--- config.mk ---
export PLATFORM = sky130hd
export DESIGN_NAME = wb_master_seq
export DESIGN_NICKNAME = d
export VERILOG_FILES = /design/src/rtl/wb_master_pkg.sv /design/src/rtl/wb_master_seq.sv
export SDC_FILE = /design/constraint.sdc
export NUM_CORES = 1
export LEC_CHECK = 0
export ABC_AREA = 1
export CAP_MARGIN = 20
export CORE_ASPECT_RATIO = 0.9
export CORE_MARGIN = 2
export CORE_UTILIZATION = 40
export CTS_BUF_LIST = sky130_fd_sc_hd__clkbuf_4
export CTS_CLUSTER_SIZE = 14
export DETAILED_ROUTE_END_ITERATION = 16
export PLACE_DENSITY = 0.79
export SETUP_SLACK_MARGIN = 0.1
export SYNTH_ARGS = -nofsm -noshare
export SYNTH_HDL_FRONTEND = slang
export SYNTH_SLANG_ARGS = --single-unit
export TNS_END_PERCENT = 1
--- constraint.sdc ---
create_clock -name wb_clk_i -period 1.7 [get_ports wb_clk_i]
set_clock_uncertainty 0.15 [all_clocks]
set_input_delay 0.255 -clock wb_clk_i [delete_from_list [all_inputs] [get_ports wb_clk_i]]
set_output_delay 0.255 -clock wb_clk_i [all_outputs]
set_load 0.05 [all_outputs]
--- src/rtl/wb_master_pkg.sv ---
// Shared types and constants for the single-transaction Wishbone classic initiator.
package wb_master_pkg;

    localparam int unsigned WB_AW           = 32;
    localparam int unsigned WB_DW           = 32;
    localparam int unsigned WB_SW           = 4;
    localparam int unsigned DEFAULT_TIMEOUT = 255;

    typedef enum logic [1:0] {
        ST_IDLE = 2'd0,
        ST_BUS  = 2'd1,
        ST_RESP = 2'd2
    } wb_state_t;

endpackage : wb_master_pkg

--- src/rtl/wb_master_seq.sv ---
// Wishbone classic initiator: one command in, one bus cycle with an ack timeout,
// one response out. Every output is a register, so ack/rsp_ready never reach an output combinationally.
module wb_master_seq
    import wb_master_pkg::*;
#(
    parameter int unsigned TIMEOUT_CYCLES = DEFAULT_TIMEOUT
) (
    input  logic             wb_clk_i,
    input  logic             wb_rst_i,
    input  logic             cmd_valid,
    output logic             cmd_ready,
    input  logic             cmd_we,
    input  logic [WB_AW-1:0] cmd_adr,
    input  logic [WB_DW-1:0] cmd_dat,
    input  logic [WB_SW-1:0] cmd_sel,
    output logic             rsp_valid,
    input  logic             rsp_ready,
    output logic [WB_DW-1:0] rsp_dat,
    output logic             rsp_err,
    output logic             wbm_cyc_o,
    output logic             wbm_stb_o,
    output logic             wbm_we_o,
    output logic [WB_SW-1:0] wbm_sel_o,
    output logic [WB_AW-1:0] wbm_adr_o,
    output logic [WB_DW-1:0] wbm_dat_o,
    input  logic [WB_DW-1:0] wbm_dat_i,
    input  logic             wbm_ack_i,
    output logic             busy
);

    localparam int unsigned    CW       = $clog2(TIMEOUT_CYCLES + 1);
    localparam logic [CW-1:0]  TO_LAST  = CW'(TIMEOUT_CYCLES - 1);
    localparam logic [CW-1:0]  CNT_MAX  = {CW{1'b1}};

    wb_state_t        r_state;
    logic [CW-1:0]    r_cnt;
    logic             r_cmd_ready;
    logic             r_rsp_valid;
    logic [WB_DW-1:0] r_rsp_dat;
    logic             r_rsp_err;
    logic             r_cyc;
    logic             r_stb;
    logic             r_we;
    logic [WB_SW-1:0] r_sel;
    logic [WB_AW-1:0] r_adr;
    logic [WB_DW-1:0] r_dat;
    logic             r_busy;

    // Transaction FSM; every output is updated alongside the state it belongs to.
    always_ff @(posedge wb_clk_i or negedge wb_rst_i) begin
        if (!wb_rst_i) begin
            r_state     <= ST_IDLE;
            r_cnt       <= '0;
            r_cmd_ready <= 1'b1;
            r_rsp_valid <= 1'b0;
            r_rsp_dat   <= '0;
            r_rsp_err   <= 1'b0;
            r_cyc       <= 1'b0;
            r_stb       <= 1'b0;
            r_we        <= 1'b0;
            r_sel       <= '0;
            r_adr       <= '0;
            r_dat       <= '0;
            r_busy      <= 1'b0;
        end else begin
            case (r_state)
                ST_IDLE: begin
                    if (cmd_valid) begin
                        r_we        <= cmd_we;
                        r_adr       <= cmd_adr;
                        r_dat       <= cmd_dat;
                        r_sel       <= cmd_sel;
                        r_cnt       <= '0;
                        r_cmd_ready <= 1'b0;
                        r_cyc       <= 1'b1;
                        r_stb       <= 1'b1;
                        r_busy      <= 1'b1;
                        r_state     <= ST_BUS;
                    end else begin
                        r_cmd_ready <= 1'b1;
                    end
                end
                ST_BUS: begin
                    // ack is checked first so it wins over a coincident timeout
                    if (wbm_ack_i) begin
                        r_rsp_dat   <= r_we ? {WB_DW{1'b0}} : wbm_dat_i;
                        r_rsp_err   <= 1'b0;
                        r_cyc       <= 1'b0;
                        r_stb       <= 1'b0;
                        r_rsp_valid <= 1'b1;
                        r_state     <= ST_RESP;
                    end else begin
                        if (r_cnt != CNT_MAX) begin
                            r_cnt <= r_cnt + 1'b1;
                        end else begin
                            r_cnt <= r_cnt;
                        end
                        if (r_cnt == TO_LAST) begin
                            r_rsp_dat   <= '0;
                            r_rsp_err   <= 1'b1;
                            r_cyc       <= 1'b0;
                            r_stb       <= 1'b0;
                            r_rsp_valid <= 1'b1;
                            r_state     <= ST_RESP;
                        end else begin
                            r_state <= ST_BUS;
                        end
                    end
                end
                ST_RESP: begin
                    if (rsp_ready) begin
                        r_rsp_valid <= 1'b0;
                        r_cmd_ready <= 1'b1;
                        r_busy      <= 1'b0;
                        r_state     <= ST_IDLE;
                    end else begin
                        r_state <= ST_RESP;
                    end
                end
                default: begin
                    r_state     <= ST_IDLE;
                    r_cmd_ready <= 1'b1;
                    r_rsp_valid <= 1'b0;
                    r_cyc       <= 1'b0;
                    r_stb       <= 1'b0;
                    r_busy      <= 1'b0;
                end
            endcase
        end
    end

    assign cmd_ready = r_cmd_ready;
    assign rsp_valid = r_rsp_valid;
    assign rsp_dat   = r_rsp_dat;
    assign rsp_err   = r_rsp_err;
    assign wbm_cyc_o = r_cyc;
    assign wbm_stb_o = r_stb;
    assign wbm_we_o  = r_we;
    assign wbm_sel_o = r_sel;
    assign wbm_adr_o = r_adr;
    assign wbm_dat_o = r_dat;
    assign busy      = r_busy;

endmodule : wb_master_seq

# Word-level counts from Yosys, hierarchy flattened
# Cells that the tools add are included.
[word_totals]
word_cells = 60
latch_bits = 0
ff_bits = 116
out_inout_bits = 107
mem_count = 0
mem_bits_ro = 0
in_bits = 106
ram_bits = 0
[classes]
n_bitwise = 3
n_addsub = 1
multipliers = 0
n_lt_le_gt_ge = 0
n_reduce_logical = 10
shift = 0
div_mod_pow = 0
eq_ne = 9
n_mux = 25
[ops]
columns = ["operator", "n"]
rows = [
  ["32-bit two-way mux", 3],
  ["8-bit two-way mux", 3],
  ["8-bit one-hot mux with 2 select lines", 1],
  ["1-bit one-hot mux with 3 select lines", 4],
  ["1-bit two-way mux", 9],
  ["3-bit AND reduction", 3],
  ["8-bit by 1-bit adder with 8-bit output, second input constant", 1],
  ["8-bit equality test, second input constant", 1],
  ["2-bit two-way mux", 4],
  ["2-bit inequality test, second input constant", 4],
  ["8-bit inequality test, second input constant", 1],
  ["2-bit one-hot mux with 3 select lines", 1],
  ["2-bit AND reduction", 3],
  ["4-bit AND reduction", 1],
  ["2-bit nonzero test", 2],
  ["3-bit inequality test, second input constant", 1],
  ["1-bit inverter", 3],
  ["2-bit by 1-bit equality test with 1-bit output, second input constant", 1],
  ["2-bit equality test, second input constant", 1],
  ["2-bit zero test", 1],
]

# Logic depth before layout (Yosys ltp)
# Gate-level depths: netlist of run 1.
[depth]
word_depth = 4
ltp_mapped = 8
ltp_nobuf = 7

# Least setup slack after synthesis of run 1
# Ideal clock, no wire load.
[synth_timing]
path_type = "register -> register"
start = "register r_cnt[0]"
end = "register r_rsp_valid (netlist: rsp_valid)"
path_stages_with_launch = 8
setup_ns = 0.130
n_path_buf = 1
slack_ns = 0.261
period_less_slack_ns = 1.439
required_time_ns = 1.420
t_arrival_ns = 1.160
cell_sequence = "dfrtp_1 > inv_1 > ha_1 > nand3_1 > nand2_1 > nand2_2 > buf_2 > o21ai_0"
[synth_via]
elab_chain_cells = 3
[synth_rtl]
columns = ["item", "line", "rtl"]
rows = [
  ["start, declared", "wb_master_seq.sv:36", "logic [CW-1:0] r_cnt;"],
  ["start signal, assigned", "wb_master_seq.sv:94", "r_cnt <= r_cnt + 1'b1;"],
  ["start signal, assigned", "wb_master_seq.sv:96", "r_cnt <= r_cnt;"],
  ["8-bit equality test", "wb_master_seq.sv:98", "if (r_cnt == TO_LAST) begin"],
  ["3-bit inequality test (no source line)", "-", ""],
  ["3-bit AND reduction (no source line)", "-", ""],
  ["end signal, assigned", "wb_master_seq.sv:90", "r_rsp_valid <= 1'b1;"],
  ["end signal, assigned", "wb_master_seq.sv:103", "r_rsp_valid <= 1'b1;"],
  ["end signal, assigned", "wb_master_seq.sv:112", "r_rsp_valid <= 1'b0;"],
  ["end, declared", "wb_master_seq.sv:38", "logic r_rsp_valid;"],
]
# Every way passes these cells.
# A chain may end at the register's enable or synchronous reset.

# Final worst setup path of run 1
[layout_timing]
start = "register r_cmd_ready (netlist: cmd_ready)"
end = "output cmd_ready"
[layout_rtl]
columns = ["item", "line", "rtl"]
rows = [
  ["start, declared", "wb_master_seq.sv:37", "logic r_cmd_ready;"],
  ["start signal, assigned", "wb_master_seq.sv:54", "r_cmd_ready <= 1'b1;"],
  ["start signal, assigned", "wb_master_seq.sv:74", "r_cmd_ready <= 1'b0;"],
  ["start signal, assigned", "wb_master_seq.sv:80", "r_cmd_ready <= 1'b1;"],
  ["end, declared", "wb_master_seq.sv:11", "output logic cmd_ready,"],
]
# No word-level cell between the ends.

==> results of run 1 <==
## cell type report
cell class	count	area, sq um	area share, %
Clock buffer	23	173	2.44
Inverter	15	56.3	0.795
Timing Repair Buffer	227	2120	30.0
Multi-Input combinational cell	377	1540	21.8
Tap cell	156	195	2.76
Sequential cell	116	2910	41.0
Clock inverter	9	88.8	1.25
## flip-flops by register name, indices dropped and copies added, names as in the netlist
register   cells
busy           1
cmd_ready      1
r_cnt          8
r_state        2
rsp_dat       32
rsp_err        1
rsp_valid      1
wbm_adr_o     32
wbm_dat_o     32
wbm_sel_o      4
wbm_stb_o      1
wbm_we_o       1
## path summary, 6_finish.rpt
| path | endpoint |
|---|---|
| setup / recovery | cmd_ready |
| hold / removal | rsp_dat[6]$_DFFE_PN0P_ |
| setup reg to reg | r_cnt[2]$_DFFE_PN0P_ |
| hold reg to reg | rsp_dat[27]$_DFFE_PN0P_ |
| max in group asynchronous | rsp_dat[25]$_DFFE_PN0P_ |
| min in group wb_clk_i | wbm_dat_o[5]$_DFFE_PN0P_ |
## logic make-up after synthesis
logic type / after synthesis
compound gates: 14
xor+xnor: 1
fa+ha+maj: 2
buf+inv: 36
flops: 116
simple gates: 360
## power groups by stage
stage	sequential, mW	clock [mW]	combinational (mW)
final	4.87	1.88	9.27
after global routing	5.01	2.07	9.81
after CTS	4.87	1.94	9.28
after detailed placement	4.88	0	9.29
after global placement	4.84	0	9.13
after floorplan	9.03	0	1.87
## cells in the final DEF (no fill, tap or decap), types with 5 or more instances in the layout
cell type,count
nand2_1,332
dfrtp_1,114
buf_4,110
clkdlybuf4s50_1,104
clkbuf_4,23
inv_1,11
buf_12,11
nor2_1,9
nand3_1,9
o21ai_1,6
clkinv_1,5
## routing by layer
layer	global-route usage, %	up-vias
met3	6.38	27
met2	34.1	164
li1	-	2060
met5	0	-
met4	8.99	0
met1	23.4	1959
## stage by stage
stage               util (%)  setup TNS, ps
floorplan                  -              0
global placement        59.8              0
detailed placement      59.8              0
CTS                     62.3              0
global route            62.7         -0.264
finish                  62.7              0
## cell usage after synthesis
library cell,number,area (sq um)
nor2_8,1,20.0
a21oi_1,3,15.0
dfrtp_1,115,2880
o21ai_0,3,15.0
nand2_2,2,12.5
nand3_1,11,55.1
dfstp_2,1,26.3
buf_4,4,30.0
buf_2,17,85.1
nor3_4,1,16.3
xor2_1,1,8.76
inv_2,3,11.3
inv_1,12,45.0
o21bai_1,2,15.0
nand3_2,1,10.0
nor3_1,1,5.00
ha_1,2,25.0
nor2_1,9,33.8
o21ai_1,6,30.0
nand2_1,333,1250
nand4_1,1,6.26
## timing repair
item	4_1_cts	5_1_grt
resized for setup	0	8
pin swaps	0	1
setup endpoints to repair	11	45
gates cloned	0	1
hold buffers	1	0
endpoints found under the hold margin	116	0
setup buffers	0	0
==> summary.md, run 1 <==
| Metric | Value |
|---|---|
| Status | complete, no violations |
| Worst-Skew Late Latency | 500 ps |
| CP Data Arrival Time | around 1200 ps |
| Critical Path Sink Type | output pin |
| Pint | a little under 8 mW |
| Die W | about 120 um |
| Final hold slack | about 120 ps |
| First-pass GRT wire length | 19,400 um |
| Worst-path clk slew | approximately 100 ps |
| Synth Area per Inst | around 8.7 sq um |
| Port bufs | 212 |
| Min setup slack post-route | 88.1 ps |
| Worst endpoint required time | roughly 1300 ps |
| Metal3 WL | about 840 um |
| # setup viols final | 0 |
| N_diodes | 0 |
| Crit-path slowest cell | dfstp_2 |
| IO Pins | about 210 |
| Hold Path Class | input pin to async pin |
| 1st-pass router iterations | 5 |
| CP peak stage delay | 570 ps |
| Via count of the first global-routing pass | approximately 4,200 |
| Cell Area, Placed | slightly below 0.007 sq mm |
| Metal-1 WL | 4940 um |
| Drt drc | 0 |
| Slew Viols, Final | 0 |
| Post-DP HPWL | between 9000 and 10,000 um |
| Crit path time final | ~1600 ps |
| Synth Area in XOR/XNOR | 0.191% |
| WS Path Type | register to output pin |
| CP delay by family, top | flip-flops |
| Total wire length | roughly 12,000 um |
| Final net count | ~860 |
| TritonCTS clock tree | yes |
| FILL cells | approximately 960 |
| Vias | between 4,000 and 5,000 |
| Total gr overflow | 0 |
| Finished Layout Cells | 923 |
| Highest routed metal layer | met4 |
| GPL Wtd Cong | ~0.82 |
| Initial antenna violation count | 0 |
| Clk pwr share | about an eighth |
| Share of cells above drive strength 1 | 21.4% |
| WP buf/inv | 1 |
| Vias per cell | 4.56 |
| Synth Cell Area | roughly 0.0046 sq mm |
| Levels on crit path | 1 |
| Syn Inst Count | between 500 and 600 |
| Synthesized-area fraction occupied by adder cells | 0.545% |
| Flops & latches, synth | ~120 |
| Worst-path fanout max | 2 |
| Synth warnings | 0 |
| Leak pwr | between 3 and 4 nW |
| Clock Tree Buf Depth | 2 |
| Max IR drop VDD | approximately 1.4 mV |
| Fin crit share | between 90% and 100% |
| Synthesis-to-finish area growth | 54.2% |
| Yosys cell types | 21 |
| Core footprint | about 0.011 sq mm |
| Placed insts | just under 900 |
| Post-DRT Antenna Nets | 0 |
| GRT Total Usage | around 20% |
| Comb power frac | between 50 and 60% |
| PwrDens | 2260 mW/mm^2 |
| Reg-to-reg slack, setup | 120 ps |
| Post-synthesis compound-gate area fraction | 1.63% |
| Pin count of the biggest net entering global routing | 46 |
| NetSw | 8.26 mW |
| Die Y | 106 um |
| Main combinational cell family by area after synthesis | simple AND/OR/NAND/NOR gates |
| Syn Nets | between 600 and 700 |
| Worst r2r src | r_cnt[1]$_DFFE_PN0P_ |
| CP Cell Sequence | buf_12 |
| CTS Buf Count | 17 |
| Sinks on Clock Net | about 120 |
| H-tree Lvls | 4 |
| Full die area | 0.0124 sq mm |
| Root Buffer | clkbuf_4 |
| Pre-CTS setup slack | between 40 and 50 ps |
| Max Fclk | 620 MHz |
| Std cell rows | 37 |
| Max_slew headroom | between 60% and 70% |
| Initial core utilization | about two fifths |
| Routed WL per cell | 13.4 um |
| 1st-iter DRT viols | 211 |
| R2R depth | 7 |
| Sw frac | 51.6% |
| Slew of the pin with the lowest slew margin | 489 ps |
| Crit path launch | cmd_ready$_DFFE_PN1P_ |
| RSZ-0062 raised after global routing | yes |
| Cell area after layout | 0.00708 sq mm |
| Met2 routed WL | roughly 6300 um |
| Seq/Total Area, Yosys | between 60% and 70% |
| Tot Pwr | between 15 and 20 mW |
| Final Hold Vio Count | 0 |
| Crit path launch type | register |
| Sequential Power Share | a little under a third |
| Max Cap Viol | 0 |
| Simple-Gate Fraction of Synth Area | 30.7% |
| Post-synthesis mux area share | 0% |
No activity file was read; power rests on OpenSTA's default activity.
==> run 2, diff against run 1 <==
--- a/config.mk
+++ b/config.mk
@@ -18,4 +18,3 @@
 export SYNTH_ARGS = -nofsm -noshare
 export SYNTH_HDL_FRONTEND = slang
 export SYNTH_SLANG_ARGS = --single-unit
-export TNS_END_PERCENT = 1
==> run 2 against run 1 <==
Compared with the run above: final cell count is 1.5% higher; flip-flop and latch count did not move; sequential share of layout area is 1.1 points lower; global-route usage is 0.13 points higher; register-to-register slack improved by 20 ps; sequential power about the same; highest routed layer unchanged; power is 2.2% higher; critical path depth unchanged; combinational power is 3.8% higher; largest cell class unchanged.
==> summary.md, run 2 (synthesized netlist as in run 1, its figures left out) <==
| Metric | Value |
|---|---|
| GRT Total Usage | 20.4% |
| Fin crit share | 95.1% |
| Slew of the pin with the lowest slew margin | just under 500 ps |
| Port bufs | 212 |
| Root Buffer | clkbuf_4 |
| GPL Wtd Cong | 0.815 |
| Std cell rows | 37 |
| IO Pins | approximately 210 |
| Sinks on Clock Net | 116 |
| CP Data Arrival Time | ~1200 ps |
| Pint | 7.99 mW |
| Initial antenna violation count | 0 |
| CTS Buf Count | 17 |
| Final net count | between 800 and 900 |
| Most common cell after layout, fill and taps aside | nand2_1 |
| NetSw | roughly 8.4 mW |
| Worst-Skew Late Latency | ~500 ps |
| Max Cap Viol | 0 |
| Post-DP HPWL | slightly above 9000 um |
| Via count of the first global-routing pass | 4,192 |
| Sequential Power Share | between 20% and 30% |
| Post-DRT Antenna Nets | 0 |
| Share of cells above drive strength 1 | 24.1% |
| Crit path launch | cmd_ready$_DFFE_PN1P_ |
| Sw frac | between 50% and 60% |
| Worst r2r src | r_cnt[5]$_DFFE_PN0P_ |
| Slew Viols, Final | 0 |
| Full die area | ~0.012 sq mm |
| R2R depth | 8 |
| Pin count of the biggest net entering global routing | 46 |
| PwrDens | about 2200 mW/mm^2 |
| Drt drc | 0 |
| Clock Tree Buf Depth | 2 |
| Status | complete, no violations |
| # setup viols final | 0 |
| H-tree Lvls | 4 |
| TritonCTS clock tree | yes |
| Reg-to-reg slack, setup | roughly 140 ps |
| Commonest cells after routing, fill and taps aside | nand2_1 (331), buf_4 (118), dfrtp_1 (109) |
| Pre-CTS setup slack | 47.7 ps |
| Critical Path Sink Type | output pin |
| N_diodes | 0 |
| Clk pwr share | between 10% and 20% |
| Worst reg2reg endpoint | rsp_dat[17]$_DFFE_PN0P_ |
| Hold Path Class | input pin to async pin |
| Final Hold Vio Count | 0 |
| Min setup slack post-route | a little over 80 ps |
| CP Cell Sequence | buf_12 |
| Worst-path fanout max | 2 |
| Worst-path clk slew | ~100 ps |
| Die W | around 120 um |
| WP buf/inv | 1 |
| WS Path Type | register to output pin |
| Crit path launch type | register |
| Comb power frac | 58.7% |
| CP peak stage delay | ~570 ps |
| Vias per cell | 4.59 |
| Initial core utilization | between 40% and 50% |
| Leak pwr | roughly 3.8 nW |
| Core footprint | around 0.011 sq mm |
| RSZ-0062 raised after global routing | yes |
| Synthesis-to-finish area growth | 58.7% |
| Worst endpoint required time | approximately 1300 ps |
| Routed WL per cell | roughly 14 um |
| Sum Neg Setup Slack | 0 ps |
| Max IR drop VDD | approximately 1.4 mV |
| Die Y | between 100 and 150 um |
| First-pass GRT wire length | just under 20,000 um |
| CP delay by family, top | flip-flops |
| Total wire length | ~13,000 um |
| Max Fclk | between 600 and 700 MHz |
| Max_slew headroom | 67.0% |
| 1st-iter DRT viols | ~280 |
| 1st-pass router iterations | 4 |
| Crit path time final | 1620 ps |
| Final hold slack | 114 ps |
| Total gr overflow | 0 |
| Vias | ~4,300 |
| Crit-path slowest cell | dfstp_2 |
run 2: cell types whose count changed in the layout (fill, tap and decap cells not counted), sizes merged:
cell,delta
buf,+10
clkbuf,+3
nand2,+1
run 2: metrics by stage:
| step | util [%] | power (mW) | area [sq um] | cells |
|---|---|---|---|---|
| 2_1_floorplan | - | 10.9 | 4590 | 529 |
| 3_3_place_gp | 59.8 | 14.0 | 6760 | 889 |
| 3_5_place_dp | 59.8 | 14.2 | 6760 | 889 |
| 4_1_cts | 62.5 | 16.1 | 7060 | 924 |
| 5_1_grt | 64.5 | 17.2 | 7290 | 937 |
| 6_report | 64.5 | 16.4 | 7290 | 937 |
run 2: worst max path at each step:
| stage | endpoint | slack, ps | depth (start not counted) |
|---|---|---|---|
| 6_report | cmd_ready | 80 | 1 |
| 5_1_grt | cmd_ready | 1 | 1 |
| 4_1_cts | cmd_ready | 40 | 1 |
| 3_5_place_dp | r_cnt[6]$_DFFE_PN0P_ | 50 | 5 |
| 3_3_place_gp | r_cnt[1]$_DFFE_PN0P_ | 80 | 5 |
| 2_1_floorplan | rsp_valid$_DFFE_PN0P_ | 260 | 7 |
run 2: final cells by class:
cell class	instances	area, sq um
clock inverter	9	88.8
timing repair buffer	240	2290
fill	916	4010
sequential	116	2910
clock buffer	23	173
multi-input combinational	378	1570
tap	156	195
inverter	15	58.8
run 2: power by group through the flow:
stage               Sequential [mW]  Clock, mW  Combinational, mW
floorplan                      9.03          0               1.87
global placement               4.84          0               9.13
detailed placement             4.88          0               9.29
CTS                            4.87       1.94               9.31
global route                   5.02       2.07               10.2
finish                         4.87       1.89               9.62
run 2: worst register-to-register path, delay by kind of cell, from the launching register on:
family | cells | cell delay [ps]
simple gates | 7 | 700
buf+inv | 1 | 180
flops | 1 | 420
run 2: repair_timing:
item | 4_1_cts | 5_1_grt
endpoints found under the setup margin | 11 | 45
buffers inserted | 1 | 9
hold endpoints to repair | 116 | 0
pin swaps | 1 | 5
hold buffers | 1 | 0
gates resized for setup | 4 | 18
cloned | 1 | 4
run 2: metal layers:
metal	part of all wire [%]	global-route usage [%]	vias to the layer above
met5	0	0	-
met4	2.5	8.99	0
met3	5.9	6.38	32
met2	51	34.3	150
met1	41	23.7	2026
li1	-	-	2091
==> run 3, diff against run 2 <==
--- a/config.mk
+++ b/config.mk
@@ -11,8 +11,10 @@
 export CORE_MARGIN = 2
 export CORE_UTILIZATION = 40
 export CTS_BUF_LIST = sky130_fd_sc_hd__clkbuf_4
+export CTS_CLUSTER_DIAMETER = 120
 export CTS_CLUSTER_SIZE = 14
 export DETAILED_ROUTE_END_ITERATION = 16
+export MAX_ROUTING_LAYER = met4
 export PLACE_DENSITY = 0.79
 export SETUP_SLACK_MARGIN = 0.1
 export SYNTH_ARGS = -nofsm -noshare
==> run 3 against run 2 <==
Compared with the run above: clock power about the same; fmax rose by 0.24%; highest routed layer unchanged; critical endpoint unchanged; first-iteration DRC count is 14% lower; worst setup slack gained 3.8 ps; global-route usage up 0.54 points.
==> summary.md, run 3 (synthesized netlist as in run 1, its figures left out) <==
| Metric | Value |
|---|---|
| PwrDens | roughly 2200 mW/mm^2 |
| GRT Total Usage | around a fifth |
| FILL cells | 919 |
| Die Y | 106 um |
| Cell Area, Placed | ~0.0068 sq mm |
| H-tree Lvls | 4 |
| Crit path time final | 1610 ps |
| Clock Tree Buf Depth | 2 |
| 1st-iter DRT viols | about 240 |
| IO Pins | around 210 |
| Slew Viols, Final | 0 |
| Pin count of the biggest net entering global routing | 46 |
| Leak pwr | approximately 3.8 nW |
| Worst-Skew Late Latency | 490 ps |
| Vias per cell | about 4.6 |
| CP peak stage delay | ~570 ps |
| CP Cell Sequence | buf_12 |
| Pre-CTS setup slack | between 40 and 50 ps |
| WP buf/inv | 1 |
| Max IR drop VDD | between 1 and 1.5 mV |
| RSZ-0062 raised after global routing | yes |
| Sum Neg Setup Slack | 0 ps |
| Core footprint | around 0.011 sq mm |
| Utilization after layout | between 60% and 70% |
| Total wire length | approximately 13,000 um |
| Critical Path Sink Type | output pin |
| Worst endpoint required time | approximately 1300 ps |
| Worst-path clk slew | 100 ps |
| Max Fclk | ~620 MHz |
| N_diodes | 0 |
| Worst-path fanout max | 2 |
| TritonCTS clock tree | yes |
| Root Buffer | clkbuf_4 |
| Initial core utilization | roughly 41% |
| Port bufs | around 210 |
| Slew of the pin with the lowest slew margin | roughly 500 ps |
| Full die area | around 0.012 sq mm |
| CTS Buf Count | 17 |
| Fin crit share | a little over nine tenths |
| Final hold slack | roughly 120 ps |
| First-pass GRT wire length | ~20,000 um |
| Share of cells above drive strength 1 | approximately 24% |
| Die W | ~120 um |
| Cell area after layout | around 0.0073 sq mm |
| CP Data Arrival Time | ~1200 ps |
| Commonest cells after routing, fill and taps aside | nand2_1 (331), buf_4 (118), dfrtp_1 (109) |
| Most common cell after layout, fill and taps aside | nand2_1 |
| Crit-path slowest cell | dfstp_2 |
| Synthesis-to-finish area growth | 58.7% |
| Sinks on Clock Net | approximately 120 |
| Hold Path Class | input pin to async pin |
| Vias | about 4,300 |
| Max Cap Viol | 0 |
| Total gr overflow | 0 |
| Drt drc | 0 |
| Routed WL per cell | between 10 and 15 um |
| Final net count | around 880 |
| Post-DRT Antenna Nets | 0 |
| GPL Wtd Cong | a little over 0.8 |
| Via count of the first global-routing pass | 4,199 |
| Std cell rows | 37 |
| CP delay by family, top | flip-flops |
| Post-DP HPWL | just over 9000 um |
| WS Path Type | register to output pin |
| # setup viols final | 0 |
| Initial antenna violation count | 0 |
| 1st-pass router iterations | 5 |
| Final Hold Vio Count | 0 |
| Min setup slack post-route | 86.9 ps |
| Max_slew headroom | between 60% and 70% |
| Status | complete, no violations |
| Crit path launch type | register |
-- run 3: cell counts in the layout (fill, tap and decap cells not counted) --
No cell type changed its count.
-- run 3: final timing paths --
check / endpoint / slack [ps] / start / cells after the start
worst max-delay path: cmd_ready / 90 / cmd_ready$_DFFE_PN1P_ / 1
worst min-delay path: rsp_dat[17]$_DFFE_PN0P_ / 120 / wb_rst_i / 2
worst max register to register: rsp_dat[2]$_DFFE_PN0P_ / 160 / r_cnt[5]$_DFFE_PN0P_ / 8
worst min register to register: rsp_dat[27]$_DFFE_PN0P_ / 330 / rsp_dat[27]$_DFFE_PN0P_ / 2
max in group asynchronous: rsp_dat[26]$_DFFE_PN0P_ / 740 / wb_rst_i / 3
min in group wb_clk_i: wbm_dat_o[5]$_DFFE_PN0P_ / 120 / cmd_dat[5] / 3
-- run 3: area by class of cell --
class	instances	area (sq um)	share of cell area, %
flip-flops and latches	116	2910	39.9
repair buffers	240	2290	31.4
multi-input cells	378	1570	21.6
well taps	156	195	2.68
clock buffers	23	173	2.37
clock inverters	9	88.8	1.22
inverters	15	58.8	0.807
-- run 3: layer usage --
metal | vias up | global-route usage (%) | part of all wire, %
met5 | - | - | 0
met4 | 0 | 8.99 | 2.7
met3 | 35 | 5.64 | 6.1
met2 | 175 | 34.1 | 50
met1 | 2009 | 24.2 | 42
li1 | 2088 | - | -
-- run 3: metrics by stage --
stage               power [mW]  instances
global route              17.2        937
CTS                       16.1        924
floorplan                 10.9        529
finish                    16.4        937
detailed placement        14.2        889
global placement          14.0        889
-- run 3: where the power goes --
| group | internal (mW) | switching, mW |
|---|---|---|
| sequential | 4.05 | 0.824 |
| clock | 0.944 | 0.938 |
| combinational | 3.00 | 6.61 |
| total | 7.99 | 8.37 |
-- run 3: repair_timing --
item                                    CTS  global route
cloned                                    1             4
resized for setup                         4            18
setup buffers                             1             9
hold buffers                              1             0
endpoints found under the setup margin   11            45
hold endpoints to repair                116             0
pin swaps                                 1             5
